### src/rtl/ram_arbiter.sv
// Two-requester command arbiter in front of a single-port RAM: clears the RAM after reset,
// then grants requester 0 by priority with a bounded-wait guard for requester 1.
module ram_arbiter #(
  parameter int ADDR_W   = 5,
  parameter int DATA_W   = 8,
  parameter int MAX_WAIT = 3
) (
  input  logic              clk,
  input  logic              reset,
  input  logic              req0,
  input  logic              req1,
  input  logic              we0,
  input  logic              we1,
  input  logic [ADDR_W-1:0] addr0,
  input  logic [ADDR_W-1:0] addr1,
  input  logic [DATA_W-1:0] wdata0,
  input  logic [DATA_W-1:0] wdata1,
  output logic              gnt0,
  output logic              gnt1,
  output logic              rvalid0,
  output logic              rvalid1,
  output logic [DATA_W-1:0] rdata0,
  output logic [DATA_W-1:0] rdata1,
  output logic              write_enb,
  output logic              read_enb,
  output logic [ADDR_W-1:0] address,
  output logic [DATA_W-1:0] data_in,
  input  logic [DATA_W-1:0] data_out,
  output logic              init_done
);

  typedef enum logic {S_INIT, S_ARB} state_t;

  state_t            state;
  logic [ADDR_W-1:0] sc;
  logic              sweep_end;
  logic [3:0]        wc;
  logic              force1;
  logic              acc;
  logic              acc_we;
  logic [ADDR_W-1:0] acc_addr;
  logic [DATA_W-1:0] acc_wdata;
  logic [1:0]        vld_pipe;
  logic [1:0]        id_pipe;

  assign force1 = (wc >= 4'(MAX_WAIT));
  assign gnt0   = (state == S_ARB) && req0 && !force1;
  assign gnt1   = (state == S_ARB) && req1 && (!req0 || force1);
  assign acc    = gnt0 || gnt1;

  always_comb begin
    acc_we    = we0;
    acc_addr  = addr0;
    acc_wdata = wdata0;
    if (gnt1) begin
      acc_we    = we1;
      acc_addr  = addr1;
      acc_wdata = wdata1;
    end
  end

  always_ff @(posedge clk or posedge reset) begin
    if (reset) begin
      state     <= S_INIT;
      sc        <= '0;
      sweep_end <= 1'b0;
      wc        <= '0;
      write_enb <= 1'b0;
      read_enb  <= 1'b0;
      address   <= '0;
      data_in   <= '0;
      init_done <= 1'b0;
      vld_pipe  <= '0;
      id_pipe   <= '0;
      rvalid0   <= 1'b0;
      rvalid1   <= 1'b0;
      rdata0    <= '0;
      rdata1    <= '0;
    end else begin
      case (state)
        S_INIT: begin
          read_enb <= 1'b0;
          wc       <= '0;
          if (!sweep_end) begin
            write_enb <= 1'b1;
            address   <= sc;
            data_in   <= '0;
            sc        <= sc + 1'b1;
            if (sc == {ADDR_W{1'b1}}) sweep_end <= 1'b1;
          end else begin
            // sweep fully issued: one idle edge to drop the strobe, then open arbitration
            write_enb <= 1'b0;
            sweep_end <= 1'b0;
            init_done <= 1'b1;
            state     <= S_ARB;
          end
        end
        S_ARB: begin
          write_enb <= acc && acc_we;
          read_enb  <= acc && !acc_we;
          if (acc) begin
            address <= acc_addr;
            data_in <= acc_we ? acc_wdata : '0;
          end
          if (req1 && !gnt1) wc <= (wc == 4'hF) ? wc : wc + 1'b1;
          else               wc <= '0;
        end
        default: state <= S_INIT;
      endcase

      // tag pipe: [0] rides with read_enb, [1] with data_out valid
      vld_pipe[0] <= acc && !acc_we;
      id_pipe[0]  <= gnt1;
      vld_pipe[1] <= vld_pipe[0];
      id_pipe[1]  <= id_pipe[0];
      rvalid0     <= vld_pipe[1] && !id_pipe[1];
      rvalid1     <= vld_pipe[1] && id_pipe[1];
      if (vld_pipe[1] && !id_pipe[1]) rdata0 <= data_out;
      if (vld_pipe[1] && id_pipe[1])  rdata1 <= data_out;
    end
  end

endmodule

### config.mk
export PLATFORM = sky130hd
export DESIGN_NAME = ram_arbiter
export DESIGN_NICKNAME = d
export VERILOG_FILES = /design/src/rtl/ram_arbiter.sv
export SDC_FILE = /design/constraint.sdc
export NUM_CORES = 1
export LEC_CHECK = 0
export CORE_MARGIN = 5
export CORE_UTILIZATION = 44
export CTS_CLUSTER_SIZE = 25
export DETAILED_ROUTE_END_ITERATION = 8
export PLACE_DENSITY = 0.8
export RECOVER_POWER = 50
export SKIP_LAST_GASP = 1
export SYNTH_ARGS = -nofsm -noshare
export SYNTH_HDL_FRONTEND = slang
export SYNTH_SLANG_ARGS = --single-unit
### constraint.sdc
create_clock -name clk -period 2.5 [get_ports clk]
set_clock_uncertainty 0.05 [all_clocks]
set_input_delay 0.5 -clock clk [delete_from_list [all_inputs] [get_ports clk]]
set_output_delay 0.5 -clock clk [all_outputs]
set_load 0.01 [all_outputs]
# ---- Yosys cells after proc, flatten, opt, wreduce, memory -nomap -nowiden
# Cells that the tools add are included.
dict set report word_totals {
  reg_bits 49
  input_bits 40
  out_inout_bits 36
  wordCells 64
}
dict set report classes {
  add_sub_neg 2
  order_cmp 1
  eq_ne 5
  n_mux 20
  bitwise 2
  n_reduce_logical 19
}
# operator count
set ops {}
lappend ops {{8-bit two-way mux} 4}
lappend ops {{8-bit one-hot mux with 2 select lines} 1}
lappend ops {{5-bit two-way mux} 3}
lappend ops {{5-bit one-hot mux with 2 select lines} 1}
lappend ops {{1-bit logical AND} 9}
lappend ops {{4-bit two-way mux} 2}
lappend ops {{4-bit one-hot mux with 2 select lines} 1}
lappend ops {{1-bit two-way mux} 6}
lappend ops {{2-bit AND reduction} 3}
lappend ops {{5-bit by 1-bit adder with 5-bit output, second input constant} 1}
lappend ops {{5-bit equality test, second input constant} 1}
lappend ops {{1-bit logical NOT} 5}
lappend ops {{4-bit by 1-bit adder with 4-bit output, second input constant} 1}
lappend ops {{4-bit equality test, second input constant} 1}
lappend ops {{4-bit by 2-bit >= comparator with 1-bit output, second input constant} 1}
lappend ops {{1-bit one-hot mux with 2 select lines} 2}
lappend ops {{3-bit inequality test, second input constant} 1}
lappend ops {{1-bit logical OR} 2}
lappend ops {{2-bit by 1-bit inequality test with 1-bit output, second input constant} 1}
lappend ops {{2-bit inequality test, second input constant} 1}
lappend ops {{1-bit NOT} 2}

# ---- Logic depth before layout (Yosys ltp)
dict set report logic_depth {
  ltp_word 7
  depth_mapped 6
  ltp_nobuf 5
}

# ---- Worst setup path after synthesis
# No wires, ideal clock.
dict set report synth_path {
  path_type {reg2out}
  start {reg wc[0]}
  end {out gnt1}
  arrival_time_ns 1.451
  required_ns 1.950
  setup_slack_ns 0.499
  stages_incl_launch_ff 5
  n_path_buf 1
  path_cell_list {dfrtp_1 > ha_1 > or4b_4 > and3_4 > buf_6}
}
dict set report synth_between {
  elab_chain_cells 3
}
# item line
set synth_rtl {}
lappend synth_rtl {{start: declaration} 37} ;# logic [3:0] wc;
lappend synth_rtl {{start signal: assignment} 105} ;# if (req1 && !gnt1) wc <= (wc == 4'hF) ? wc : wc + 1'b1;
lappend synth_rtl {{4-bit by 2-bit >= comparator with 1-bit output} 46} ;# assign force1 = (wc >= 4'(MAX_WAIT));
lappend synth_rtl {{1-bit logical OR} 48} ;# assign gnt1 = (state == S_ARB) && req1 && (!req0 || force1);
lappend synth_rtl {{1-bit logical AND} 48}
lappend synth_rtl {{end: declaration} 19} ;# output logic gnt1,
# Every way passes these cells.

# ---- Worst setup path after layout
dict set report layout_path {
  start {in req0}
  end {out gnt0}
}
dict set report layout_between {
  elab_chain_cells 2
}
# item line
set layout_rtl {}
lappend layout_rtl {{start: declaration} 10} ;# input logic req0,
lappend layout_rtl {{1-bit logical AND (2 in series)} 47} ;# assign gnt0 = (state == S_ARB) && req0 && !force1;
lappend layout_rtl {{end: declaration} 18} ;# output logic gnt0,
# Every way passes these cells.

==> metrics.txt <==
status completed; Starting Density 0.463; Setup Buffers After CTS 0; Tmin final between 2 and 2.5 ns; clock sink count about 50; port bufs 75; area grow syn2layout 46.3%; Slew Viols, Final 0; final worst-path cycle share 0.981; Yosys cell types 29; Setup-failing EPs final 0; HPWL after detailed placement 3.51 mm; Worst Max-Slew Pin Slew ~1.2 ns; Leak between 1 and 1.5 nW; unrepaired setup endpoints after global routing no; Worst-Skew Late Latency 0.30 ns; CORE AREA between 4000 and 5000 sq um; clock buffer count from CTS 5; Max Fclk about 0.4 GHz; CTS root buffer clkbuf_8; Post-Syn Area 2040 sq um; Post-synth EDFFs 0; Yosys top cell area share 0.600; chip height between 70 and 80 um; most used flip-flop cell after synthesis dfrtp_1; worst path required time 1.95 ns; Avg Cell Area, Syn around 12 sq um; crit path launch type input port; r2r setup slk 0.46 ns; Seq/Total Area, Yosys 0.600; largest net degree at the start of global routing 50; Post-DRT Antenna Nets 0; Die Wd 78.1 um; dominant cells by area after synthesis dfrtp_1 60%, mux2_2 9.9%, mux2i_1 4.4%, nand2_1 4.2%, o21ai_0 2.9%; IO Count 76; min-delay worst type flip-flop to flip-flop; number of antenna diodes 0; Synth Instances roughly 170; clock-pin slew of the registers on the worst-case setup and hold paths ~0.090 ns; Wirelength per Cell ~15 um; Max clock buf depth 2; Crit Path Category input port to primary output; crit path max fanout 2; CTS H-Tree Depth 2; Layout Utilization 0.677; Pwr Density about 620 nW/um^2; Ys Warns 0; initial drt markers 63; CP Capture Type primary output; Cells after DPL between 200 and 300; FF+latch count, synth just under 50; initial antenna violation count 0; Nets slightly below 300; CTS tree built; number of core rows 24; share of cells above drive strength 1 0.149; max_slew headroom 0.225; maximum VDD drop approximately 0.27 mV; Tot GR Track Use 0.159; fin cells around 310; Max Cap Viol 0; Fin. Hold Viols 0; grt ovf 0; GPL Wtd Cong between 0.7 and 0.8; Vias/cell between 5 and 6; worst endpoint data arrival time 1.90 ns; # DRC 0; drt first pass iters 4; die area between 6000 and 7000 sq um; vias after detailed routing approximately 1600; post-synth top area cell dfrtp_1; drt total wl around 4.7 mm; number of global-route vias before repair around 1700; first-pass GRT wire length 7.85 mm; FFs w/ async S/R, synth 1.00
cells by family (layout without fill, tap and decap cells):
kind of cell             after synthesis  in the layout  share of synthesized area
flip-flops                            49             49                      0.600
AND/OR/NAND/NOR                       46             46                      0.119
AO/OA/AOI/OAI                         29             29                     0.0815
multiplexers                          27             27                      0.143
buffers and inverters                 10             96                     0.0221
adder cells (fa/ha/maj)                3              3                     0.0184
XOR/XNOR                               3              3                     0.0129
other                                  1              2                    0.00184
flip-flops by register name, summed over array words and instances (netlist names):
signal,flops
address,5
data_in,8
id_pipe,2
init_done,1
rdata0,8
rdata1,8
read_enb,1
rvalid0,1
rvalid1,1
sc,5
state,1
sweep_end,1
vld_pipe,2
wc,4
write_enb,1
Yosys cell counts (all sizes together) (2+ instances only):
master	n
nor2	7
o21a	2
xnor2	3
nand2b	4
o21ai	15
mux2i	9
inv	5
ha	3
clkbuf	4
dfrtp	49
and2	2
and3	3
mux2	18
a21oi	7
o31ai	4
nand2	23
final timing paths:
path / to / startpoint / cells after the start
worst max-delay path: gnt0 / req0 / 4
worst min-delay path: vld_pipe[1]$_DFF_PP0_ / vld_pipe[0]$_DFF_PP0_ / 0
worst max register to register: data_in[1]$_DFFE_PP0P_ / wc[0]$_DFFE_PP0P_ / 6
worst min register to register: vld_pipe[1]$_DFF_PP0_ / vld_pipe[0]$_DFF_PP0_ / 0
max in group asynchronous: rdata0[4]$_DFFE_PP0P_ / reset / 3
min in group asynchronous: address[2]$_DFFE_PP0P_ / reset / 3
report_power, final:
part | internal (mW) | switching, mW | leakage, nW
registers | 0.882 | 0.0440 | 0.605
clock network | 0.224 | 0.252 | 0.0512
logic | 0.276 | 0.165 | 0.672
critical path, stage by stage:
cell and delay, ns:
clkdlybuf4s50_1 0.48, nor4b_4 0.21, and2_1 0.18, clkdlybuf4s50_1 0.54
final cells by class:
type,instances,area [sq um]
fill,346,1430
sequential,49,1230
timing repair buffer,83,805
multi-input combinational,110,777
clock buffer,6,82.6
tap,52,65.1
inverter,5,18.8
clock inverter,2,13.8
layer usage:
metal | wire, um | global-route usage | up-vias | share of wire
met4 | 91 | 0.0557 | 0 | 0.020
met3 | 365 | 0.0423 | 10 | 0.078
met1 | 1890 | 0.193 | 745 | 0.40
li1 | - | - | 746 | -
met2 | 2320 | 0.273 | 62 | 0.50
met5 | 0 | 0 | - | 0
through the flow:
step	setup TNS [ns]	hold slack, ns	setup WS (ns)	total power, mW	area [sq um]
2_1_floorplan	0	0.281	0.499	1.11	2050
3_3_place_gp	-0.171	0.283	-0.171	1.38	2900
3_5_place_dp	-0.187	0.285	-0.187	1.39	2900
4_1_cts	0	0.305	0.00582	1.87	2990
5_1_grt	0	0.308	0.000333	1.94	2990
6_report	0	0.304	0.0468	1.84	2990
cells in the final DEF (no fill, tap or decap), drive strengths merged, types with 4 or more instances in the layout:
cell,n
o31ai,4
inv,4
nand2b,4
nand2,23
o21ai,15
a21oi,7
mux2,18
dfrtp,49
mux2i,9
buf,6
clkbuf,8
nor2,7
clkdlybuf4s50,73
repair_timing:
action / in CTS / in global routing
hold buffers: 0 / 0
endpoints found under the setup margin: 1 / 2
gates resized for setup: 1 / 2
Power figures use the tool's default switching activity.
==> patch 1: new RTL, same settings <==
`DATA_W`: 8 -> 6.
--- a/src/rtl/ram_arbiter.sv
+++ b/src/rtl/ram_arbiter.sv
@@ -2,7 +2,7 @@
 // then grants requester 0 by priority with a bounded-wait guard for requester 1.
 module ram_arbiter #(
   parameter int ADDR_W   = 5,
-  parameter int DATA_W   = 8,
+  parameter int DATA_W   = 6,
   parameter int MAX_WAIT = 3
 ) (
   input  logic              clk,
Interface: changed (6 resized); port bits go from 76 to 64. No check against the original RTL was run, so the function may have changed too.
==> patch 1 against the original RTL <==
- global-route usage decreased by 0.84 points
- sequential cell count decreased by 6
- synthesized area decreased by 9.9%
- hold slack about the same
- first-iteration DRC count decreased by 14%
- setup slack improved by 0.14 ns
- total power decreased by 2.4%
- combinational power decreased by 18%
- register-to-register slack got worse by 0.03 ns
- routed wire length decreased by 16%
- maximum frequency increased by 6.1%
- cell area decreased by 11%
- critical path type is now reg2out
- critical endpoint is now gnt1
- largest power group unchanged
==> patch 1: results <==
# TYPE chip_impl_metric gauge
chip_impl_metric{name="arrival",unit="ns"} 1.76
chip_impl_metric{name="setup_viol",unit=""} 0
chip_impl_metric{name="nets",unit=""} 260
chip_impl_metric{name="io_buffer_count",unit=""} 63
chip_impl_metric{name="synthXorXnorAreaFrac",unit=""} 0.0143
chip_impl_metric{name="yosys_warnings",unit=""} 0
chip_impl_metric{name="drive_above_1_share",unit=""} 0.161
chip_impl_metric{name="drt_first_iter_violations",unit=""} 54
chip_impl_metric{name="grt_first_pass_wirelength",unit="um"} 6370
chip_impl_info{name="run_status",value="completed"} 1
chip_impl_metric{name="post-dp-hpwl",unit="um"} 3040
chip_impl_info{name="synth_commonest_cells",value="43 x sky130_fd_sc_hd__dfrtp_1, 21 x sky130_fd_sc_hd__nand2_1, 14 x sky130_fd_sc_hd__mux2_2"} 1
chip_impl_metric{name="worst-path-max-fanout",unit=""} 3
chip_impl_metric{name="grt_start_max_net_pins",unit=""} 44
chip_impl_metric{name="synthAdderAreaFrac",unit=""} 0.0204
chip_impl_metric{name="timing.slew.headroom",unit=""} 0.327
chip_impl_metric{name="place.gp.congestion",unit=""} 0.752
chip_impl_metric{name="netlist-cell-type-count",unit=""} 30
chip_impl_metric{name="synth_compound_gate_area_share",unit=""} 0.0870
chip_impl_metric{name="vias_per_cell",unit=""} 4.91
chip_impl_metric{name="grtUsageTotal",unit=""} 0.151
chip_impl_metric{name="wirelength",unit="um"} 3930
chip_impl_info{name="yosys-top-cells-area",value="sky130_fd_sc_hd__dfrtp_1 58%, sky130_fd_sc_hd__mux2_2 8.6%, sky130_fd_sc_hd__nand2_1 4.3%"} 1
chip_impl_metric{name="synth.yosys.seq_area_share",unit=""} 0.585
chip_impl_metric{name="first_global_vias",unit=""} 1333
chip_impl_metric{name="cts_buffers",unit=""} 5
chip_impl_metric{name="cellLeakagePower",unit="nW"} 1.21
chip_impl_metric{name="muxShareOfSynthArea",unit=""} 0.124
chip_impl_metric{name="power.ir.vdd_worst",unit="mV"} 0.320
chip_impl_info{name="clock-root-buffer",value="sky130_fd_sc_hd__clkbuf_8"} 1
chip_impl_metric{name="placement.cell_area",unit="mm2"} 0.00254
## patch 1: cell type report
type	instances	area (um2)
repair buffers	70	674
inverters	4	15.0
well taps	50	62.6
multi-input cells	99	707
clock buffers	5	68.8
fillers	336	1360
clock inverters	3	67.6
flip-flops and latches	43	1080
## patch 1: layer usage
layer  up-vias  track usage  part of all wire
li1        657            -                 -
met1       638        0.187              0.41
met2        44        0.249              0.50
met3         6       0.0494             0.081
met4         0       0.0534             0.012
met5         -            0                 0
## patch 1: power breakdown
part,switching (mW),internal [mW]
registers,0.0365,0.768
clock network,0.237,0.398
logic,0.136,0.224
## patch 1: stage by stage
| stage | std cells | worst slack [ns] | hold WS [ns] | TNS (ns) | utilization |
|---|---|---|---|---|---|
| 6_report | 274 | 0.188 | 0.304 | 0 | 0.663 |
| 5_1_grt | 274 | 0.128 | 0.320 | 0 | 0.663 |
| 4_1_cts | 274 | 0.188 | 0.312 | 0 | 0.665 |
| 3_5_place_dp | 266 | -0.0217 | 0.293 | -0.0217 | 0.631 |
| 3_3_place_gp | 266 | 0.0425 | 0.282 | 0 | 0.631 |
| 2_1_floorplan | 151 | 0.674 | 0.281 | 0 | - |
## patch 1: logic make-up after synthesis
logic type | after synthesis
AO/OA/AOI/OAI | 25
flip-flops | 43
multiplexers | 21
adder cells (fa/ha/maj) | 3
buffers and inverters | 9
XOR/XNOR | 3
other | 1
AND/OR/NAND/NOR | 45
## patch 1: repair_timing
| action | 4_1_cts | 5_1_grt |
|---|---|---|
| resized for setup | 2 | 0 |
| endpoints found under the setup margin | 2 | 0 |
| hold buffers | 0 | 0 |
| buffers inserted | 0 | 0 |
## patch 1: worst max-delay path: stages (launching register included)
cell                            delay, ns
sky130_fd_sc_hd__dfrtp_1             0.40
sky130_fd_sc_hd__ha_1                0.25
sky130_fd_sc_hd__nor4b_4             0.32
sky130_fd_sc_hd__buf_4               0.18
sky130_fd_sc_hd__nor2_2              0.05
sky130_fd_sc_hd__dlygate4sd2_1       0.28
## patch 1: path summary, 6_finish.rpt
kind | endpoint | startpoint | cells past startpoint | slack [ns]
setup / recovery | gnt1 | wc[0]$_DFFE_PP0P_ | 5 | 0.19
hold / removal | vld_pipe[1]$_DFF_PP0_ | vld_pipe[0]$_DFF_PP0_ | 0 | 0.30
setup reg to reg | data_in[3]$_DFFE_PP0P_ | state$_DFF_PP0_ | 6 | 0.43
hold reg to reg | vld_pipe[1]$_DFF_PP0_ | vld_pipe[0]$_DFF_PP0_ | 0 | 0.30
max in group asynchronous | rdata0[0]$_DFFE_PP0P_ | reset | 3 | 0.88
min in group asynchronous | data_in[5]$_DFFE_PP0P_ | reset | 3 | 0.91
==> patch 2: new RTL, config.mk and constraints unchanged <==
Without the edit above. Reset style: synchronous (`reset`), changed in one clocked block.
--- a/src/rtl/ram_arbiter.sv
+++ b/src/rtl/ram_arbiter.sv
@@ -59,7 +59,7 @@
     end
   end
 
-  always_ff @(posedge clk or posedge reset) begin
+  always_ff @(posedge clk) begin
     if (reset) begin
       state     <= S_INIT;
       sc        <= '0;
Function: differs if reset is asserted again (counterexample within 4 cycles, from zero or initial values and one cycle with reset high); with reset held inactive, the same outputs for 10 cycles.
==> patch 2 against the original RTL <==
- maximum frequency grew 3.0%
- cell area shrank 5.9%
- first-iteration DRC count grew 27%
- via count grew 9.1%
- routed wire length shrank 1.6%
- setup slack gained 0.072 ns
- synthesized area shrank 7.2%
- sequential share of layout area shrank 6.2 points
- sequential cell count is the same
- register-to-register slack lost 0.19 ns
Power is not compared: it rests on default switching activity, and its combinational part moved more than twofold at a synthesized area within 25%.
==> patch 2: results <==
# TYPE chip_impl_metric gauge
chip_impl_metric{name="m1WireLength",unit="um"} 2010
chip_impl_metric{name="placement.setup.worst_slack",unit="ns"} -0.172
chip_impl_metric{name="synth.yosys.seq_area_share",unit=""} 0.517
chip_impl_metric{name="stage_delay_of_the_slowest_cell_on_the_critical_path",unit="ns"} 0.49
chip_impl_metric{name="synth_async_sr_flop_share",unit=""} 0
chip_impl_metric{name="cts_buffers",unit=""} 5
chip_impl_metric{name="drive_above_1_share",unit=""} 0.0627
chip_impl_metric{name="syn_avg_cell_area",unit="um2"} 9.11
chip_impl_metric{name="met3WireLength",unit="um"} 304
chip_impl_metric{name="arrival",unit="ns"} 1.83
chip_impl_metric{name="grt_start_max_net_pins",unit=""} 20
chip_impl_metric{name="vias",unit=""} 1706
chip_impl_info{name="run_status",value="completed"} 1
chip_impl_info{name="ys_dominant_reg_cell",value="sky130_fd_sc_hd__dfxtp_1"} 1
chip_impl_metric{name="post-dp-hpwl",unit="um"} 3480
chip_impl_metric{name="vias_per_cell",unit=""} 5.06
chip_impl_metric{name="met2RoutedLength",unit="um"} 2180
chip_impl_info{name="synth_commonest_cells",value="49 x sky130_fd_sc_hd__dfxtp_1, 36 x sky130_fd_sc_hd__nand2_1, 25 x sky130_fd_sc_hd__a21oi_1"} 1
chip_impl_metric{name="drt_first_iter_violations",unit=""} 80
chip_impl_metric{name="grt_first_pass_wirelength",unit="um"} 7380
chip_impl_metric{name="place.gp.congestion",unit=""} 0.788
chip_impl_metric{name="dpl.cell_count",unit=""} 329
chip_impl_metric{name="first_global_vias",unit=""} 1612
chip_impl_metric{name="timing.slew.headroom",unit=""} 0.339
chip_impl_metric{name="grtUsageTotal",unit=""} 0.170
==> patch 2: what timing repair did <==
item	in CTS	in global routing
gates resized for setup	2	2
hold buffers	0	0
setup buffers	0	0
endpoints found under the setup margin	2	2
==> patch 2: kinds of logic after synthesis <==
family / after synthesis / synth area share
adders and majority gates: 3 / 0.0198
AOI/OAI and AO/OA: 55 / 0.181
xor gates and xnor gates: 3 / 0.0139
DFF: 49 / 0.517
muxes: 9 / 0.0502
other: 1 / 0.00198
buffers and inverters: 13 / 0.0271
and+or+nand+nor: 75 / 0.189
==> patch 2: layout make-up <==
| class | count | area (um2) |
|---|---|---|
| fill | 341 | 1270 |
| sequential | 49 | 981 |
| multi-input combinational | 147 | 876 |
| timing repair buffer | 82 | 796 |
| clock buffer | 5 | 68.8 |
| tap | 50 | 62.6 |
| clock inverter | 3 | 25.0 |
| inverter | 1 | 3.75 |
==> patch 2: through the flow <==
step / cell area [um2] / power, mW
finish: 2810 / 1.40
global route: 2810 / 1.45
CTS: 2820 / 1.42
detailed placement: 2720 / 0.933
global placement: 2720 / 0.931
floorplan: 1900 / 0.848
==> patch 2: path summary, 6_finish.rpt <==
kind / start / to / slack, ns / cells past startpoint
max: wc[0]$_SDFFE_PP0P_ / gnt1 / 0.12 / 4
min: wc[0]$_SDFFE_PP0P_ / wc[0]$_SDFFE_PP0P_ / 0.38 / 1
max reg2reg: wc[0]$_SDFFE_PP0P_ / write_enb$_SDFF_PP0_ / 0.27 / 6
min reg2reg: wc[0]$_SDFFE_PP0P_ / wc[0]$_SDFFE_PP0P_ / 0.38 / 1
==> patch 2: where the power goes <==
part / leakage (nW) / internal (mW) / total (mW) / switching (mW)
logic: 0.602 / 0.0770 / 0.117 / 0.0397
registers: 0.397 / 0.790 / 0.798 / 0.00843
clock network: 0.0452 / 0.204 / 0.488 / 0.284
==> patch 2: metal layers <==
| metal | GRT usage | vias up |
|---|---|---|
| met5 | 0 | - |
| met4 | 0.0602 | 0 |
| met3 | 0.0646 | 12 |
| met2 | 0.268 | 49 |
| li1 | - | 871 |
| met1 | 0.212 | 774 |
==> patch 2: critical path, delay by kind of cell, from the launching register on <==
family / cells / cell delay, ns
flops: 1 / 0.32
simple gates: 2 / 0.69
fa+ha+maj: 1 / 0.24
buf+inv: 1 / 0.28
